**src/rtl/spi_pkg.sv**
```systemverilog
// Shared types and constants for the byte-wide SPI master and its CSR mapping.
// Imported by spi_clk_div and spi_master.
package spi_pkg;

   typedef enum logic [2:0] {
      ST_IDLE,
      ST_SETUP,
      ST_SCLK_HI,
      ST_SCLK_LO,
      ST_HOLD
   } spi_state_t;

   localparam logic [31:0] SPI_CSR_CMD_ADDR  = 32'h800;
   localparam logic [31:0] SPI_CSR_CTRL_ADDR = 32'h801;
   localparam int          SPI_CSR_BUSY_BIT  = 0;
   localparam int          SPI_DIV_W         = 8;

endpackage

```
**src/rtl/spi_clk_div.sv**
```systemverilog
// Loadable half-period down-counter. tick_o is high for the last cycle of each
// DIV-cycle phase while enabled; the caller reloads on every phase change.
module spi_clk_div
   import spi_pkg::*;
#(
   parameter int unsigned DIV = 4
) (
   input  logic clk,
   input  logic rst,
   input  logic en_i,
   input  logic load_i,
   output logic tick_o
);

   localparam logic [SPI_DIV_W-1:0] RELOAD = SPI_DIV_W'(DIV - 1);

   logic [SPI_DIV_W-1:0] cnt_q;
   logic [SPI_DIV_W-1:0] cnt_d;

   always_comb begin
      cnt_d = cnt_q;
      if (load_i) begin
         cnt_d = RELOAD;
      end else if (en_i && (cnt_q != '0)) begin
         cnt_d = cnt_q - 1'b1;
      end
   end

   always_ff @(posedge clk) begin
      if (rst) begin
         cnt_q <= '0;
      end else begin
         cnt_q <= cnt_d;
      end
   end

   assign tick_o = en_i && (cnt_q == '0);

endmodule

```
**src/rtl/spi_master.sv**
```systemverilog
// Byte-wide SPI master, mode 0, MSB first; busy spans exactly 18*CLK_DIV cycles.
// Optional SPI_MISO_SYNC_EN adds a two-flop MISO synchronizer (needs CLK_DIV >= 3).
module spi_master
   import spi_pkg::*;
#(
   parameter int unsigned CLK_DIV = 4
) (
   input  logic       clk,
   input  logic       rst,
   input  logic       spi_trigger,
   input  logic [7:0] spi_command,
   output logic [7:0] spi_response,
   output logic       spi_busy,
   output logic       spi_done,
   output logic       spi_sclk,
   output logic       spi_mosi,
   input  logic       spi_miso,
   output logic       spi_cs_n
);

   spi_state_t state_q, state_d;
   logic [7:0] tx_q, tx_d;
   logic [7:0] rx_q, rx_d;
   logic [7:0] resp_q, resp_d;
   logic [2:0] bit_cnt_q, bit_cnt_d;
   logic       bits_done_q, bits_done_d;
   logic       busy_q, busy_d;
   logic       done_q, done_d;
   logic       cs_n_q, cs_n_d;
   logic       sclk_q, sclk_d;
   logic       accept;
   logic       tick;
   logic       miso_s;

`ifdef SPI_MISO_SYNC_EN
   logic miso_meta_q;
   logic miso_sync_q;

   always_ff @(posedge clk) begin
      if (rst) begin
         miso_meta_q <= 1'b0;
         miso_sync_q <= 1'b0;
      end else begin
         miso_meta_q <= spi_miso;
         miso_sync_q <= miso_meta_q;
      end
   end

   assign miso_s = miso_sync_q;
`else
   assign miso_s = spi_miso;
`endif

   spi_clk_div #(
      .DIV (CLK_DIV)
   ) u_clk_div (
      .clk    (clk),
      .rst    (rst),
      .en_i   (state_q != ST_IDLE),
      .load_i (accept || tick),
      .tick_o (tick)
   );

   always_comb begin
      state_d     = state_q;
      tx_d        = tx_q;
      rx_d        = rx_q;
      resp_d      = resp_q;
      bit_cnt_d   = bit_cnt_q;
      bits_done_d = bits_done_q;
      busy_d      = busy_q;
      done_d      = 1'b0;
      cs_n_d      = cs_n_q;
      sclk_d      = sclk_q;
      accept      = 1'b0;

      case (state_q)
         ST_IDLE: begin
            if (spi_trigger) begin
               accept      = 1'b1;
               tx_d        = spi_command;
               rx_d        = 8'h00;
               bit_cnt_d   = 3'd0;
               bits_done_d = 1'b0;
               busy_d      = 1'b1;
               cs_n_d      = 1'b0;
               sclk_d      = 1'b0;
               state_d     = ST_SETUP;
            end
         end
         ST_SETUP: begin
            if (tick) begin
               sclk_d  = 1'b1;
               rx_d    = {rx_q[6:0], miso_s};
               state_d = ST_SCLK_HI;
            end
         end
         ST_SCLK_HI: begin
            // Zero shifts in from the right so MOSI idles low after bit 0.
            if (tick) begin
               sclk_d    = 1'b0;
               tx_d      = {tx_q[6:0], 1'b0};
               bit_cnt_d = bit_cnt_q + 3'd1;
               if (bit_cnt_q == 3'd7) begin
                  bits_done_d = 1'b1;
               end
               state_d = ST_SCLK_LO;
            end
         end
         ST_SCLK_LO: begin
            if (tick) begin
               if (bits_done_q) begin
                  state_d = ST_HOLD;
               end else begin
                  sclk_d  = 1'b1;
                  rx_d    = {rx_q[6:0], miso_s};
                  state_d = ST_SCLK_HI;
               end
            end
         end
         ST_HOLD: begin
            if (tick) begin
               cs_n_d  = 1'b1;
               busy_d  = 1'b0;
               done_d  = 1'b1;
               resp_d  = rx_q;
               state_d = ST_IDLE;
            end
         end
         default: begin
            state_d = ST_IDLE;
            busy_d  = 1'b0;
            cs_n_d  = 1'b1;
            sclk_d  = 1'b0;
         end
      endcase
   end

   always_ff @(posedge clk) begin
      if (rst) begin
         state_q     <= ST_IDLE;
         tx_q        <= 8'h00;
         rx_q        <= 8'h00;
         resp_q      <= 8'h00;
         bit_cnt_q   <= 3'd0;
         bits_done_q <= 1'b0;
         busy_q      <= 1'b0;
         done_q      <= 1'b0;
         cs_n_q      <= 1'b1;
         sclk_q      <= 1'b0;
      end else begin
         state_q     <= state_d;
         tx_q        <= tx_d;
         rx_q        <= rx_d;
         resp_q      <= resp_d;
         bit_cnt_q   <= bit_cnt_d;
         bits_done_q <= bits_done_d;
         busy_q      <= busy_d;
         done_q      <= done_d;
         cs_n_q      <= cs_n_d;
         sclk_q      <= sclk_d;
      end
   end

   // MOSI is the shift register MSB, so it is registered with no extra flop.
   assign spi_mosi     = tx_q[7];
   assign spi_sclk     = sclk_q;
   assign spi_cs_n     = cs_n_q;
   assign spi_busy     = busy_q;
   assign spi_done     = done_q;
   assign spi_response = resp_q;

endmodule

```
**config.mk**
```make
export PLATFORM = sky130hd
export DESIGN_NAME = spi_master
export DESIGN_NICKNAME = d
export VERILOG_FILES = /design/src/rtl/spi_pkg.sv /design/src/rtl/spi_clk_div.sv /design/src/rtl/spi_master.sv
export SDC_FILE = /design/constraint.sdc
export NUM_CORES = 1
export LEC_CHECK = 0
export ABC_AREA = 1
export CAP_MARGIN = 30
export CORE_MARGIN = 3
export CORE_UTILIZATION = 49
export CTS_CLUSTER_DIAMETER = 60
export DETAILED_ROUTE_END_ITERATION = 8
export PLACE_DENSITY = 0.74
export SLEW_MARGIN = 10
export SYNTH_ARGS = -nofsm -noshare
export SYNTH_HDL_FRONTEND = slang
export SYNTH_SLANG_ARGS = --single-unit
```
**constraint.sdc**
```tcl
create_clock -name clk -period 1.35 [get_ports clk]
set_input_delay 0.2025 -clock clk [delete_from_list [all_inputs] [get_ports clk]]
set_output_delay 0.2025 -clock clk [all_outputs]
set_load 0.01 [all_outputs]
```
==> impl_metrics.py <==
metrics = {
    "status": {
        "outcome": "complete, but fails checks",
        "failed_checks": "setup timing",
    },
    "run": {
        "max_cap_viol_count": 0,
    },
    "timing": {
        "post-route-min-period_ps": 1490,
        "final.setup.tns_ps": -1830,
        "timing.fmax_mhz": 672,
        "postLayoutSetupSlackWorst_ps": -139,
        "post-route-period-util_pct": 110,
        "timing_hold_violations_final": 0,
        "timing.final.setup_violations": 38,
        "timing.max_slew.rel_slack_pct": 82.3,
        "maxSlewViolCount": 0,
        "setup_repair_after_global_routing_missed_its_margin": "yes",
        "clock_skews_ps": 7.00,
        "tightest_slew_ps": 266,
        "whs_ps": 442,
    },
    "clock_tree": {
        "clk-insertion-delay-late_ps": 300,
        "cts_tree": "done",
        "clockBufferDepth": 2,
        "cts_root_cell": "sky130_fd_sc_hd__clkbuf_8",
        "ctsHtreeMaxLevel": 2,
        "clkSlewWorstSetupHoldPaths_ps": 80,
        "cts.sinks": 43,
        "cts-buffers-inserted": 5,
        "cts_hold_repair.buffers": 0,
    },
    "finish": {
        "syn_to_final_growth_pct": 49.0,
        "filler_cell_count": 262,
        "most-common-layout-cells": "sky130_fd_sc_hd__nand2_1, sky130_fd_sc_hd__nor2_1, sky130_fd_sc_hd__buf_4",
        "final_nets": 385,
        "share_of_final_layout_standard_cells_stronger_than_drive_strength_1_pct": 34.6,
        "layout_commonest_cell": "sky130_fd_sc_hd__nand2_1",
        "insertedDiodeCount": 0,
        "layout.core_utilization_pct": 79.8,
    },
    "power_and_ir_drop": {
        "power.share.sequential_pct": 25.2,
        "power_report.internal_total_mw": 3.97,
        "power_per_cell_area_mw_per_mm2": 2360,
        "share_clk_of_total_power_pct": 11.3,
        "switchingPower_mw": 3.27,
        "p_leak_nw": 1.39,
        "design_power_total_mw": 7.24,
        "comb_power_share_pct": 63.5,
        "vdd.ir_drop.worst_mv": 1.26,
        "power.share.switching_pct": 45.2,
    },
    "drt": {
        "post-route-drc-count": 0,
        "detailedRoute.firstIterationViolations": 95,
        "wire_per_inst_um": 13.0,
        "route.final.wire_length_um": 5430,
        "detailroute.via_count": 2154,
        "drt_first_pass_iters": 4,
        "postRouteAntennaNets": 0,
        "detail_route.vias_per_cell": 5.15,
    },
    "die": {
        "initial_utilization_pct": 53.6,
        "ios": 25,
        "row_count": 22,
        "core_area_mm2": 0.00385,
        "die_height_um": 70.9,
        "die_x_um": 70.9,
        "design.die.area_mm2": 0.00503,
    },
    "synth": {
        "yosysSeqAreaShare_pct": 41.7,
        "synth_top_family_by_area": "simple AND/OR/NAND/NOR gates",
        "synthDistinctLibCells": 27,
        "synthesis_warnings": 0,
        "synthAdderAreaFrac_pct": 2.42,
        "postSynthAreaPerCell_um2": 6.90,
        "post_synth_mux_area_share_pct": 0,
        "syn-num-nets": 315,
        "synth-simple-area-share_pct": 33.0,
        "postSynthCellCount": 299,
        "synth-xor-area-share_pct": 1.27,
        "share_of_the_synthesized_area_in_compound_gates_ao_oa_aoi_oai_pct": 13.9,
        "post_synth_instance_area_mm2": 0.00206,
        "synth-seq-cells": 43,
    },
    "critical_path": {
        "crit_start": "u_clk_div.cnt_q[1]",
        "setup.worst_path.end_class": "register",
        "worst_ep_required_time_ps": 1540,
        "setup.worst_path.class": "register to register",
        "critical_path.slowest_cell": "sky130_fd_sc_hd__dfxtp_2",
        "critical_path_arrival_ps": 1680,
        "ff2ff_setup_slack_ps": -140,
        "critPathLaunchType": "register",
        "rr_startpoint": "u_clk_div.cnt_q[1]",
        "crit_family": "simple AND/OR/NAND/NOR gates",
        "critical_path_buffer_and_inverter_count": 3,
        "timing.rr.end": "u_clk_div.cnt_q[0]",
        "cpPeakStageDelay_ps": 340,
        "timing.critical_path.fanout_max": 8,
        "cp_cell_sequence": "inv_2 -> ha_4 -> nand2_4 -> nor2_4 -> nor2_2 -> buf_4 -> nand2_1 -> o211ai_1 -> inv_1",
        "worst_r2r_path_depth": 9,
    },
    "grt": {
        "grt_pass1_wl_um": 7910,
        "first_global_vias": 1923,
        "antenna_found_initial": 0,
        "grt_usage_pct": 19.2,
        "grt_max_degree": 20,
        "grt-ovfl-total": 0,
    },
    "hold_path": {
        "worst_hold_path.endpoint": "spi_cs_n",
        "holdCritPathClass": "register to register",
        "min-delay-start": "spi_cs_n",
        "hold_depth": 2,
    },
    "placement": {
        "routabilityCongestion": 0.908,
        "place.detailed.hpwl_um": 3200,
        "port_buffers": 24,
    },
}
==> registers in the layout, summed over array words and instances (netlist names) <==
register         cells
bit_cnt_q            3
bits_done_q          1
rx_q                 8
spi_busy             1
spi_cs_n             1
spi_done             1
spi_response         8
spi_sclk             1
state_q              3
tx_q                 8
u_clk_div.cnt_q      8
==> metrics by stage <==
stage,cells,worst slack [ps],cell area (um2)
final,418,-139,3080
after global routing,418,-219,3080
after CTS,408,1.83,2760
after detailed placement,397,-158,2570
after global placement,397,-131,2570
after floorplan,299,-22.8,2070
==> metal layers <==
metal,GRT usage (%),up-vias,routed length [um]
li1,-,1093,-
met2,31.9,49,2780
met3,4.40,15,223
met4,8.77,0,145
met1,23.6,997,2270
met5,0,-,0
==> worst max path at each step <==
stage | endpoint | slack (ps) | cells after the start
CTS | u_clk_div.cnt_q[6] | 2 | 9
floorplan | bit_cnt_q[0] | -20 | 8
global route | u_clk_div.cnt_q[0] | -220 | 9
global placement | rx_q[0] | -130 | 8
finish | u_clk_div.cnt_q[0] | -140 | 9
detailed placement | rx_q[7] | -160 | 8
==> worst min-delay path: cells and delay by family, from the launching register on <==
kind | cells | cell delay (ps)
simple gates | 2 | 90
flops | 1 | 310
==> synthesized netlist by cell type <==
cell type / count / area share [%]
sky130_fd_sc_hd__nor2_2: 3 / 0.91
sky130_fd_sc_hd__clkbuf_1: 3 / 0.55
sky130_fd_sc_hd__nor2_1: 59 / 11
sky130_fd_sc_hd__a21oi_2: 1 / 0.42
sky130_fd_sc_hd__a31oi_1: 1 / 0.30
sky130_fd_sc_hd__nand3_1: 14 / 3.4
sky130_fd_sc_hd__nand2_1: 68 / 12
sky130_fd_sc_hd__o211ai_1: 2 / 0.73
sky130_fd_sc_hd__and2_1: 1 / 0.30
sky130_fd_sc_hd__ha_1: 4 / 2.4
sky130_fd_sc_hd__buf_2: 3 / 0.73
sky130_fd_sc_hd__dfxtp_1: 43 / 42
sky130_fd_sc_hd__inv_1: 24 / 4.4
sky130_fd_sc_hd__nand4_1: 2 / 0.61
sky130_fd_sc_hd__clkinv_1: 2 / 0.36
sky130_fd_sc_hd__xor2_1: 1 / 0.42
sky130_fd_sc_hd__nor2_4: 3 / 1.6
sky130_fd_sc_hd__o21ai_1: 3 / 0.73
sky130_fd_sc_hd__a21oi_1: 24 / 5.8
sky130_fd_sc_hd__xnor2_1: 2 / 0.85
sky130_fd_sc_hd__o21ai_2: 2 / 0.85
sky130_fd_sc_hd__nand3_4: 1 / 0.85
sky130_fd_sc_hd__nand2_2: 5 / 1.5
sky130_fd_sc_hd__o21ai_0: 21 / 5.1
sky130_fd_sc_hd__buf_6: 2 / 1.1
sky130_fd_sc_hd__inv_2: 3 / 0.55
sky130_fd_sc_hd__nand3b_1: 2 / 0.73
==> logic make-up (layout without fill, tap and decap cells) <==
family / after synthesis / in the layout
AOI/OAI and AO/OA: 54 / 54
buffers and inverters: 37 / 105
adders and majority gates: 4 / 4
and+or+nand+nor: 158 / 161
xor gates and xnor gates: 3 / 3
DFF: 43 / 43
==> timing repair <==
action / 4_1_cts / 5_1_grt
gates resized for setup: 44 / 59
gates cloned: 0 / 3
buffers inserted: 4 / 9
pin swaps: 11 / 35
endpoints found under the setup margin: 55 / 43
==> power by group through the flow <==
stage                     clock network [mW]  logic [mW]  registers [mW]
final                                  0.816        4.60            1.83
after global placement                     0        3.22            1.79
after detailed placement                   0        3.28            1.79
after global routing                   0.870        5.03            1.86
after CTS                              0.817        3.60            1.80
after floorplan                            0        2.15            1.81
==> cell type report <==
cell class / count / area, um2 / area share, %
well taps: 48 / 60.1 / 1.95
flip-flops and latches: 43 / 875 / 28.4
clock inverters: 2 / 12.5 / 0.407
clock buffers: 6 / 72.6 / 2.36
repair buffers: 68 / 598 / 19.4
multi-input cells: 222 / 1340 / 43.5
inverters: 29 / 120 / 3.91
(Power assumes the default switching activity.)
